<file path="config.mk">
export PLATFORM = sky130hd
export DESIGN_NAME = bv_stage_sequencer
export DESIGN_NICKNAME = d
export VERILOG_FILES = /design/src/rtl/bv_stage_sequencer.sv
export SDC_FILE = /design/constraint.sdc
export NUM_CORES = 1
export LEC_CHECK = 0
export ABC_AREA = 1
export CORE_ASPECT_RATIO = 0.7
export CORE_MARGIN = 5
export CORE_UTILIZATION = 30
export DETAILED_ROUTE_END_ITERATION = 16
export PLACE_DENSITY_LB_ADDON = 0.1
export SYNTH_ARGS = -nofsm -noshare
export SYNTH_HDL_FRONTEND = slang
export SYNTH_SLANG_ARGS = --single-unit
</file>
<file path="constraint.sdc">
create_clock -name clk -period 10.1 [get_ports clk]
set_input_delay 2.525 -clock clk [delete_from_list [all_inputs] [get_ports clk]]
set_output_delay 2.525 -clock clk [all_outputs]
set_load 0.01 [all_outputs]
</file>
<file path="src/rtl/bv_stage_sequencer.sv">
// Launch/return sequencer for the bit-vector stage-enable chain: issues keys into
// stage 0, timestamps each launch and reports latency when the enable comes back.
module bv_stage_sequencer #(
  parameter int KEY_WIDTH       = 288,
  parameter int NUM_STAGES      = 9,
  parameter int MAX_OUTSTANDING = 4,
  parameter int TIMEOUT         = 64
) (
  input  logic                               clk,
  input  logic                               reset,
  input  logic                               key_valid,
  input  logic [KEY_WIDTH-1:0]               key_in,
  output logic                               key_ready,
  output logic                               stage_enable_out,
  output logic [KEY_WIDTH-1:0]               stage_key_out,
  input  logic                               stage_enable_in,
  output logic                               result_valid,
  output logic [7:0]                         result_latency,
  output logic [$clog2(MAX_OUTSTANDING):0]   outstanding,
  output logic [1:0]                         err_status,
  input  logic                               err_clear
);

  localparam int PTR_W = $clog2(MAX_OUTSTANDING);
  localparam int CNT_W = PTR_W + 1;

  if ((MAX_OUTSTANDING < 2) || (MAX_OUTSTANDING > 8) ||
      ((MAX_OUTSTANDING & (MAX_OUTSTANDING - 1)) != 0)) begin : g_bad_max_outstanding
    $error("MAX_OUTSTANDING must be a power of 2 in 2..8");
  end

  if ((TIMEOUT < 2) || (TIMEOUT > 255) || (NUM_STAGES >= TIMEOUT)) begin : g_bad_timeout
    $error("TIMEOUT must be in 2..255 and exceed NUM_STAGES");
  end

  logic [7:0]       cycle_cnt_r;
  logic [PTR_W-1:0] wr_ptr_r;
  logic [PTR_W-1:0] rd_ptr_r;
  logic [CNT_W-1:0] occ_r;
  logic [CNT_W-1:0] occ_s;
  logic [7:0]       ts_mem_r [MAX_OUTSTANDING];
  logic [1:0]       err_r;
  logic [1:0]       err_s;
  logic [7:0]       head_age_s;
  logic             issue_s;
  logic             ret_s;
  logic             spurious_s;
  logic             timeout_s;

  // A timing-out cycle also closes the handshake so an accepted key is never flushed.
  assign key_ready   = (occ_r < CNT_W'(MAX_OUTSTANDING)) && !err_r[0] && !timeout_s;
  assign outstanding = occ_r;
  assign err_status  = err_r;

  // Issue/return/error decode and next in-flight count
  always_comb begin
    issue_s    = key_valid && key_ready;
    head_age_s = cycle_cnt_r - ts_mem_r[rd_ptr_r];
    timeout_s  = (occ_r != {CNT_W{1'b0}}) && (head_age_s >= 8'(TIMEOUT));
    ret_s      = stage_enable_in && !err_r[0] && !timeout_s && (occ_r != {CNT_W{1'b0}});
    spurious_s = stage_enable_in && !err_r[0] && (occ_r == {CNT_W{1'b0}});
    err_s[0]   = timeout_s  | (err_r[0] & ~err_clear);
    err_s[1]   = spurious_s | (err_r[1] & ~err_clear);
    if (timeout_s) begin
      occ_s = {CNT_W{1'b0}};
    end else begin
      case ({issue_s, ret_s})
        2'b10:   occ_s = occ_r + CNT_W'(1);
        2'b01:   occ_s = occ_r - CNT_W'(1);
        default: occ_s = occ_r;
      endcase
    end
  end

  // Launch, timestamp FIFO, completion reporting and sticky error state
  always_ff @(posedge clk or negedge reset) begin
    if (!reset) begin
      cycle_cnt_r      <= 8'd0;
      wr_ptr_r         <= {PTR_W{1'b0}};
      rd_ptr_r         <= {PTR_W{1'b0}};
      occ_r            <= {CNT_W{1'b0}};
      err_r            <= 2'b00;
      stage_enable_out <= 1'b0;
      stage_key_out    <= {KEY_WIDTH{1'b0}};
      result_valid     <= 1'b0;
      result_latency   <= 8'd0;
      for (int i = 0; i < MAX_OUTSTANDING; i++) begin
        ts_mem_r[i] <= 8'd0;
      end
    end else begin
      cycle_cnt_r      <= cycle_cnt_r + 8'd1;
      stage_enable_out <= issue_s;
      result_valid     <= ret_s;
      occ_r            <= occ_s;
      err_r            <= err_s;
      // Timestamp is the counter value during the launch cycle itself.
      if (issue_s) begin
        stage_key_out      <= key_in;
        ts_mem_r[wr_ptr_r] <= cycle_cnt_r + 8'd1;
        wr_ptr_r           <= wr_ptr_r + PTR_W'(1);
      end
      if (timeout_s) begin
        rd_ptr_r <= wr_ptr_r;
      end else if (ret_s) begin
        rd_ptr_r <= rd_ptr_r + PTR_W'(1);
      end
      if (ret_s) begin
        result_latency <= head_age_s;
      end
    end
  end

endmodule

</file>
**Word-level counts from Yosys, hierarchy flattened**

Cells that the tools add are included.

- Flip-flop bits (word level): 347
- Output and inout bits: 304
- Word-level logic and storage cells: 58

- Add/subtract/negate cells: 6
- Order comparisons: 5
- Equality and inequality tests: 2
- Multiplexer cells: 10
- Bitwise gates (word level): 7
- Reductions and logical operators: 15

Operator list:

| cell | number |
|---|---|
| 32-bit bitwise mux | 1 |
| 8-bit 2-to-1 mux | 3 |
| 8-bit binary-select mux with 2-bit select | 1 |
| 8-bit demux with 2-bit select | 1 |
| 1-bit logical AND | 9 |
| 8-bit by 1-bit adder with 8-bit output, second input constant | 1 |
| 8-bit by 7-bit >= comparator with 1-bit output, second input constant | 1 |
| 8-bit subtractor | 1 |
| 3-bit >= comparator, second input constant | 2 |
| 2-bit inverter with 3-bit output | 2 |
| 3-bit one-hot mux with 2 select lines | 1 |
| 3-bit nonzero test | 2 |
| 2-bit by 1-bit adder with 2-bit output, second input constant | 2 |
| 2-bit 2-to-1 mux | 2 |
| 3-bit by 1-bit adder with 3-bit output, second input constant | 1 |
| 3-bit zero test | 1 |
| 3-bit by 1-bit less-than comparator with 1-bit output, second input constant | 1 |
| 3-bit less-than comparator, second input constant | 1 |
| 3-bit 2-to-1 mux | 1 |
| 3-bit by 1-bit subtractor with 3-bit output, second input constant | 1 |
| 1-bit bitwise AND | 2 |
| 2-bit by 1-bit == test with 1-bit output, second input constant | 1 |
| 2-bit == test, second input constant | 1 |
| 1-bit zero test | 2 |
| 3 further kinds | 4 |

**Logic depth before layout (Yosys ltp)**

Gate-level depths: netlist of the first run.

- Depth after elaboration: 13
- Mapped depth: 26
- Depth with buffers taken out: 24

**Least setup slack after synthesis of the first run**

Ideal clock, no wire load.

- Path kind: reg2out
- From: reg rd_ptr_r[0]
- To: out key_ready
- Data arrival time: 2,104 ps
- Data required time: 7,575 ps
- Setup slack: 5,471 ps
- Stages on the path, launching flop included: 16
- Buffers on the path: 2
- Path through: dfrtp_1 > buf_6 > clkbuf_1 > o21ai_0 > o22ai_1 > ha_1 > fa_1 > inv_1 > nand2_1 > nand4_1 > nand2_1 > inv_1 > nand2_2 > nand2_4 > nand2_1 > inv_1

- Word-level cells in the longest chain between the ends: 9

Ends and longest elaborated chain:

| what | RTL line | text |
|---|---|---|
| from (decl) | 38 | `logic [PTR_W-1:0] rd_ptr_r;` |
| from (signal assigned) | 80 | `rd_ptr_r <= {PTR_W{1'b0}};` |
| from (signal assigned) | 103 | `rd_ptr_r <= wr_ptr_r;` |
| from (signal assigned) | 105 | `rd_ptr_r <= rd_ptr_r + PTR_W'(1);` |
| 2-bit inverter with 3-bit output (not written as such) | 58 | `head_age_s = cycle_cnt_r - ts_mem_r[rd_ptr_r];` |
| 8-bit binary-select mux with 2-bit select | 58 |  |
| 8-bit 2-to-1 mux (not written as such) (2 in a row) | 58 |  |
| 8-bit subtractor | 58 |  |
| 8-bit by 7-bit >= comparator with 1-bit output | 59 | `timeout_s = (occ_r != {CNT_W{1'b0}}) && (head_age_s >= 8'(TIMEOUT));` |
| 1-bit logical AND | 59 |  |
| 1-bit zero test | 51 | `assign key_ready = (occ_r < CNT_W'(MAX_OUTSTANDING)) && !err_r[0] && !timeout_s;` |
| 1-bit logical AND | 51 |  |
| to (decl) | 13 | `output logic key_ready,` |

Every way passes these cells. The select of a mux whose other input is x is not followed.

**Final worst setup path of the first run**

Same ends and word-level chain as after synthesis.

==> flow_summary.yaml, run 1 <==
cts:
  clkSlewWorstSetupHoldPaths_ps: 60
  htree_num_levels: 2
  clockBufferDepth: 3
  cts_tree: "done"
  cts_root_buf: "clkbuf_16"
  postCtsSetupRepairBufs: 0
  hold_buffers: 0
  clkSinkCount: 347
  clock_latency_ps: 520
  cts_resized: 0
  cts_made_buffers: 39
yosys:
  synth_cell_types: 25
  yosysWarnings: 0
  ys_seq_elements: 347
  synth_cells: 1569
  synth_area_leaders: "dfrtp_1 62%, nand2_1 26%, buf_6 1.9%"
  synth.most_common_cell: "nand2_1"
  synth-edff-count: 0
  ys_seq_area_share_pct: 62.41
  syn_area_per_cell_um2: 8.868
  async_reset_ff_share_pct: 100.0
  synth_ff_type: "dfrtp_1"
  syn-num-nets: 1878
  syn_area_um2: 13910
  synth_top_area_share_pct: 62.41
  netlist_top_cells_count: "972 x nand2_1, 347 x dfrtp_1, 48 x inv_1"
  synth.largest_area_cell: "dfrtp_1"
critical_path:
  crit_chain: "inv_4, o21ai_0, o22ai_1, ha_1, fa_1, inv_1, nand2_1, nand4_1, nand2_1, inv_1, nand2_2, nand2_4, nand2_1, inv_1, clkdlybuf4s50_1"
  r2r_start: "rd_ptr_r[0]"
  cp.required_ps: 7580
  crit_slowest_cell: "dfrtp_1"
  critical_path.startpoint_type: "flop"
  arrival_ps: 3840
  path_delay_family: "buffers and inverters"
  path_buf_inv: 5
  critPathKind: "flop to primary output"
  startpoint: "rd_ptr_r[0]"
  crit_fanout: 26
  cp-end-kind: "primary output"
  cp_slowest_stage_delay_ps: 900
floorplan:
  initial_core_util_pct: 30.14
  die_area_um2: 50850
  rows: 66
  die_h_um: 190.2
  ioPinCount: 597
  core-area_um2: 46160
  die_w_um: 267.4
detailed_routing:
  drt-total-wl_um: 53970
  ant_nets: 0
  drc: 0
  dr.pass1.iters: 6
  vias: 12120
  vias_per_cell: 4.367
  drtIter0Drc: 825
  post_drt_wl_per_cell_um: 19.44
final_layout:
  multi_input_area_um2: 4504
  drive_gt1_share_pct: 3.335
  layout.nets: 2451
  fillers: 4410
  fin_area_um2: 21430
  area.sequential_um2: 8683
  area_growth_syn_to_layout_pct: 54.06
global_route:
  antenna_found_initial: 10
  overflow: 0
  grt_max_degree: 161
  grt_pass1_vias: 12000
  grt_pass1_wl_um: 78730
  track_usage_pct: 20.12
timing:
  period_needed_ps: 6370
  hold_ws_ps: 471.1
  grt_setup_unrepaired: "false"
  setup_tns_ps: 0
  setup_viol: 0
  slew_viol_final: 0
  finalClockSkew_ps: 16.42
  fin_crit_sh_pct: 63.07
  max_slew_margin_pct: 36.83
  finalHoldViolCount: 0
  timing.fmax_mhz: 157.0
  worst_pin_slew_ps: 947.6
pwr:
  power.total_w: 0.007087
  power.density_nw_per_um2: 330.6
  leakage_nw: 10.55
  ir_worst_vdd_v: 0.0001776
min_path:
  hold_path.class: "flop to flop"
  hp-start: "result_latency[6]"
placed_design:
  place_area_um2: 20210
  dp_hpwl_um: 39590
  gp_congestion: 0.8873
  io_buffers: 596
flow_run:
  maxCapViolations: 0
run_status:
  status: "finished clean"
[area by class of cell]
cell class | instances | area share [%]
well taps | 612 | 3.572
inverters | 51 | 0.9515
diodes | 5 | 0.05837
repair buffers | 603 | 28.22
flip-flops and latches | 347 | 40.51
multi-input cells | 1100 | 21.01
clock buffers | 53 | 5.324
clock inverters | 5 | 0.3502
[power breakdown]
group	internal, W	switching, W
Combinational	0.00153	0.00177
Clock	0.000831	0.000564
Sequential	0.00203	0.000359
[cells in the final DEF, fill, tap and decap left out]
cell | netlist | layout
inv_8 | 0 | 1
diode_2 | 0 | 5
clkbuf_8 | 0 | 7
inv_4 | 3 | 2
nand3_1 | 14 | 14
nor3_1 | 2 | 2
clkbuf_16 | 0 | 41
clkbuf_1 | 3 | 5
o22ai_1 | 2 | 2
bufinv_16 | 0 | 2
o21ai_0 | 45 | 45
inv_1 | 48 | 48
fa_1 | 2 | 2
nand2_1 | 972 | 972
a21oi_1 | 13 | 13
xnor2_1 | 2 | 2
clkinv_2 | 0 | 3
buf_8 | 0 | 1
a31oi_1 | 3 | 3
clkdlybuf4s50_1 | 0 | 595
ha_1 | 14 | 14
a32oi_1 | 1 | 1
nand2_4 | 1 | 1
xor2_1 | 11 | 11
nand4_1 | 1 | 1
nand2_2 | 6 | 6
nor2_1 | 9 | 9
buf_12 | 0 | 2
nand3_4 | 1 | 1
buf_4 | 10 | 5
a32o_1 | 1 | 1
dfrtp_1 | 347 | 347
[through the flow]
step	setup WS [ps]	instances	utilization, %
CTS	3714	2771	46.41
global route	3443	2776	46.43
detailed placement	4295	2713	43.77
floorplan	5471	1569	-
global placement	4289	2713	43.77
finish	3730	2776	46.43
[state kept, by name, indices dropped and copies added (netlist names), 2 cells and up]
register and count:
cycle_cnt_r 8, err_status 2, outstanding 3, rd_ptr_r 2, result_latency 8, stage_key_out 288
ts_mem_r 32, wr_ptr_r 2
[cell families after synthesis]
logic type | count (synthesis) | share of synthesized area (%)
xor+xnor | 13 | 0.8184
flops | 347 | 62.41
buf+inv | 122 | 5.216
simple gates | 1006 | 27.56
compound gates | 65 | 2.446
fa+ha+maj | 16 | 1.547
[final timing paths]
check / depth (start not counted) / end / slack, ps
worst max-delay path: 15 / key_ready / 3730
worst min-delay path: 2 / result_latency[6] / 470
worst max register to register: 17 / stage_key_out[48] / 4840
worst min register to register: 2 / result_latency[6] / 470
max in group asynchronous: 2 / stage_key_out[213] / 6600
min in group asynchronous: 1 / stage_key_out[101] / 1970
[tightest hold or removal path, stage by stage (launching register included)]
cell and delay, ps:
dfrtp_1 350, nand2_1 50, inv_1 40
[metal layers]
layer  track usage (%)  up-vias  share of wire (%)
li1                  -     5908                  -
met1             26.60     5762                 43
met2             32.23      362                 47
met3             6.580       80                7.8
met4             5.060       10                2.2
met5                 0        -               0.11
Power figures use the tool's default switching activity.
==> run 2, diff against run 1 <==
==> constraint.sdc (replaced) <==
create_clock -name clk -period 5.62 [get_ports clk]
set_input_delay 1.405 -clock clk [delete_from_list [all_inputs] [get_ports clk]]
set_output_delay 1.405 -clock clk [all_outputs]
set_load 0.01 [all_outputs]
==> flow_summary.yaml, run 2 (synthesis results as in run 1) <==
critical_path:
  cp-end-kind: "primary output"
  reg2reg_to: "stage_key_out[59]"
  endpoint: "key_ready"
  arrival_ps: 3590
  critPathKind: "flop to primary output"
  rr_worst_depth: 17
  cp.required_ps: 4220
  startpoint: "rd_ptr_r[0]"
  r2r_start: "rd_ptr_r[0]"
  reg2reg_slack_ps: 1470
  crit_fanout: 26
  critical_path.startpoint_type: "flop"
detailed_routing:
  vias_per_cell: 4.348
  post_drt_wl_per_cell_um: 19.21
  drt-total-wl_um: 53550
  vias: 12120
  drtIter0Drc: 808
  ant_nets: 0
  dr.pass1.iters: 6
  drc: 0
pwr:
  ir_worst_vdd_v: 0.0003311
  power.density_nw_per_um2: 591.5
  leakage_nw: 10.59
timing:
  finalHoldViolCount: 0
  fin_crit_sh_pct: 88.88
  setup_viol: 0
  worst_pin_slew_ps: 928.2
  period_needed_ps: 4995
  slew_viol_final: 0
  setup_tns_ps: 0
  timing.fmax_mhz: 200.2
  grt_setup_unrepaired: "false"
  finalClockSkew_ps: 16.79
  max_slew_margin_pct: 38.12
global_route:
  grt_pass1_vias: 11980
  antenna_found_initial: 8
  overflow: 0
  track_usage_pct: 20.00
  grt_pass1_wl_um: 78050
  grt_max_degree: 166
final_layout:
  final_common_cell: "nand2_1"
  fin_area_um2: 21510
  final_core_util_pct: 46.60
  layout.nets: 2452
  drive_gt1_share_pct: 3.683
  layout.cells.non_filler: 2787
  largest_reg_flops: 288
  area_growth_syn_to_layout_pct: 54.61
  top_regs: "stage_key_out x288, ts_mem_r x32"
  top_register: "stage_key_out"
  final_cell_mix: "972 x nand2_1, 595 x clkdlybuf4s50_1, 347 x dfrtp_1"
placed_design:
  placed_cells: 2715
  io_buffers: 596
  gp_congestion: 0.8557
  place_area_um2: 20250
  dp_hpwl_um: 39790
cts:
  cts_tree: "done"
  cts_resized: 0
  hold_buffers: 0
  cts_root_buf: "clkbuf_16"
  clockBufferDepth: 3
  clkSlewWorstSetupHoldPaths_ps: 60
  clkSinkCount: 347
  cts_made_buffers: 38
  postCtsSetupRepairBufs: 0
  clock_latency_ps: 520
  htree_num_levels: 2
floorplan:
  die_h_um: 190.2
  die_area_um2: 50850
  die_w_um: 267.4
  initial_core_util_pct: 30.14
  rows: 66
  ioPinCount: 597
  core-area_um2: 46160
run_status:
  status: "finished clean"
min_path:
  hold_path.class: "flop to flop"
flow_run:
  maxCapViolations: 0
[run 2: cell types whose count changed in the layout (fill, tap and decap cells not counted), moves of 2 or more]
cell	previous run	this run
diode_2	5	3
buf_12	2	4
clkinv_4	0	2
clkinv_2	3	6
clkbuf_1	5	10
[run 2: worst max-delay path, cell delays in order (launching register included)]
cell and delay, ps:
dfrtp_1 830, inv_4 120, o21ai_0 180, o22ai_1 110, ha_1 220, fa_1 400
inv_1 90, nand2_1 70, nand4_1 70, nand2_1 50, inv_1 80, nand2_2 70
nand2_4 100, nand2_1 70, inv_1 70, clkdlybuf4s50_1 540
[run 2: through the flow]
| step | setup slack, ps | hold WS, ps | power (W) |
|---|---|---|---|
| after global placement | 1185 | 454.9 | 0.01026 |
| after detailed placement | 1162 | 459.0 | 0.01033 |
| after global routing | 334.4 | 490.5 | 0.01365 |
| after CTS | 574.7 | 476.0 | 0.01293 |
| after floorplan | 2111 | 443.7 | 0.007176 |
| final | 624.7 | 469.0 | 0.01272 |
[run 2: layer usage]
layer	global-route usage [%]	vias up	share of wire (%)
met5	0	-	0.11
met4	4.804	10	2.1
met3	6.619	71	7.7
met2	32.39	358	47
met1	26.17	5755	43
li1	-	5925	-
[run 2: how the worst min path moves through the flow]
stage | slack [ps] | cells after the start | from | end
detailed placement | 460 | 2 | result_latency[6] | result_latency[6]
CTS | 480 | 2 | result_latency[6] | result_latency[6]
finish | 470 | 2 | result_latency[6] | result_latency[6]
global placement | 450 | 2 | result_latency[7] | result_latency[7]
floorplan | 440 | 2 | ts_mem_r[10] | ts_mem_r[10]
global route | 490 | 2 | stage_key_out[191] | stage_key_out[191]
[run 2: final cells by class]
cell class	count	area, um2
inverter	51	203.9
antenna	3	7.507
clock buffer	59	1174
sequential	347	8683
tap	612	765.7
fill	4460	24650
timing repair buffer	605	6088
clock inverter	10	85.08
multi-input combinational	1100	4504
[run 2: power breakdown]
| part | switching [W] | internal, W | total (W) |
|---|---|---|---|
| Combinational | 0.00317 | 0.00275 | 0.00593 |
| Sequential | 0.000630 | 0.00365 | 0.00428 |
| Clock | 0.00103 | 0.00149 | 0.00252 |
| Total | 0.00484 | 0.00789 | 0.0127 |
==> run 3, diff against run 2 <==
--- a/config.mk
+++ b/config.mk
@@ -10,7 +10,8 @@
 export CORE_MARGIN = 5
 export CORE_UTILIZATION = 30
 export DETAILED_ROUTE_END_ITERATION = 16
-export PLACE_DENSITY_LB_ADDON = 0.1
+export GPL_TIMING_DRIVEN = 0
+export PLACE_DENSITY = 0.62
 export SYNTH_ARGS = -nofsm -noshare
 export SYNTH_HDL_FRONTEND = slang
 export SYNTH_SLANG_ARGS = --single-unit
==> flow_summary.yaml, run 3 (synthesis results as in run 1) <==
run_status:
  status: "finished clean"
detailed_routing:
  dr.pass1.iters: 5
  drc: 0
  ant_nets: 0
  post_drt_wl_per_cell_um: 18.22
  vias: 12450
  drt-total-wl_um: 51860
  drtIter0Drc: 948
  vias_per_cell: 4.373
critical_path:
  crit_fanout: 10
  path_delay_family: "buffers and inverters"
  crit_chain: "buf_6, clkbuf_1, o21ai_0, a21oi_1, a21oi_1, ha_1, a21oi_1, nand2_1, nand2_1, nand2_1, inv_1, nand2_1, nand2_1, nand2_2, nand2_4, nand2_1, inv_1, clkdlybuf4s50_1"
  arrival_ps: 3640
  crit_slowest_cell: "clkdlybuf4s50_1"
  cp-end-kind: "primary output"
  path_common_cell: "nand2_1"
  cp_slowest_stage_delay_ps: 540
  r2r_start: "rd_ptr_r[0]"
  startpoint: "rd_ptr_r[0]"
  path_buf_inv: 5
  cp.required_ps: 4220
  critical_path.startpoint_type: "flop"
  critPathKind: "flop to primary output"
timing:
  setup_viol: 0
  worst_pin_slew_ps: 654.0
  setup_ws_ps: 572.6
  fin_crit_sh_pct: 89.81
  timing.fmax_mhz: 198.1
  finalClockSkew_ps: 21.83
  grt_setup_unrepaired: "false"
  finalHoldViolCount: 0
  setup_tns_ps: 0
  period_needed_ps: 5047
  slew_viol_final: 0
  max_slew_margin_pct: 56.40
placed_design:
  dp_hpwl_um: 39700
  dp_slack_ps: 1142
  gp_congestion: 0.8581
  placed_cells: 2780
  place_area_um2: 20730
  io_buffers: 596
final_layout:
  fin_area_um2: 21960
  top_register: "stage_key_out"
  top_regs: "stage_key_out x288, ts_mem_r x32"
  final_common_cell: "nand2_1"
  largest_reg_flops: 288
  drive_gt1_share_pct: 6.096
  final_cell_mix: "972 x nand2_1, 595 x clkdlybuf4s50_1, 347 x dfrtp_1"
  layout.cells.non_filler: 2847
  fillers: 4312
  area_growth_syn_to_layout_pct: 57.83
  layout.nets: 2517
cts:
  cts_made_buffers: 38
  cts_root_buf: "clkbuf_16"
  cts_resized: 0
  clkSinkCount: 347
  cts_tree: "done"
  hold_buffers: 0
  clockBufferDepth: 3
  clock_latency_ps: 530
  postCtsSetupRepairBufs: 0
  htree_num_levels: 2
  clkSlewWorstSetupHoldPaths_ps: 60
global_route:
  met1_usage_pct: 25.11
  busiest_layer: "met2"
  overflow: 0
  grtUsageMet2_pct: 32.44
  grt_pass1_vias: 12750
  track_usage_pct: 19.48
  antenna_found_initial: 3
  grt_max_degree: 118
  grt_pass1_wl_um: 77220
  globalRouteMet3Util_pct: 6.037
pwr:
  ir_worst_vdd_v: 0.0002726
  leakage_nw: 10.84
  power.density_nw_per_um2: 594.4
floorplan:
  die_w_um: 267.4
  ioPinCount: 597
  die_h_um: 190.2
  die_area_um2: 50850
  initial_core_util_pct: 30.14
  core-area_um2: 46160
  rows: 66
flow_run:
  maxCapViolations: 0
min_path:
  hold_path.class: "flop to flop"
  hp-start: "ts_mem_r[11]"
-- run 3: stage by stage --
| step | hold WS [ps] | power, W | utilization [%] |
|---|---|---|---|
| 6_report | 475.4 | 0.01305 | 47.57 |
| 5_1_grt | 491.0 | 0.01399 | 47.56 |
| 2_1_floorplan | 443.7 | 0.007176 | - |
| 3_3_place_gp | 450.0 | 0.01053 | 44.72 |
| 4_1_cts | 480.0 | 0.01323 | 47.55 |
| 3_5_place_dp | 464.1 | 0.01064 | 44.91 |
-- run 3: metal layers --
layer | vias up | wire length [um]
met5 | - | 13
met4 | 2 | 1032
met3 | 68 | 4139
met2 | 398 | 24720
met1 | 5944 | 21950
li1 | 6037 | -
-- run 3: layout make-up --
class	instances	area, um2	share of cell area, %
diodes	4	10.01	0.04558
repair buffers	599	6053	27.57
multi-input cells	1100	4504	20.51
flip-flops and latches	347	8683	39.54
clock buffers	55	1096	4.991
plain buffers	71	526.8	2.399
well taps	612	765.7	3.487
clock inverters	8	121.4	0.5527
inverters	51	198.9	0.9059
-- run 3: worst paths after layout --
check / end / slack [ps] / depth (start not counted)
min reg2reg: ts_mem_r[11] / 480 / 2
min: ts_mem_r[11] / 480 / 2
max in group asynchronous: stage_key_out[142] / 3430 / 3
max: key_ready / 570 / 18
max reg2reg: outstanding[2] / 1630 / 26
min in group asynchronous: stage_key_out[202] / 820 / 1
-- run 3: report_power, final --
group	total (W)	internal (W)	switching (W)
clock network	0.00250	0.00149	0.00101
logic	0.00630	0.00299	0.00331
registers	0.00426	0.00365	0.000607
total	0.0131	0.00812	0.00493
-- run 3: worst min-delay path, delay by kind of cell, from the launching register on --
kind | cells | cell delay [ps]
DFF | 1 | 340
and+or+nand+nor | 2 | 110
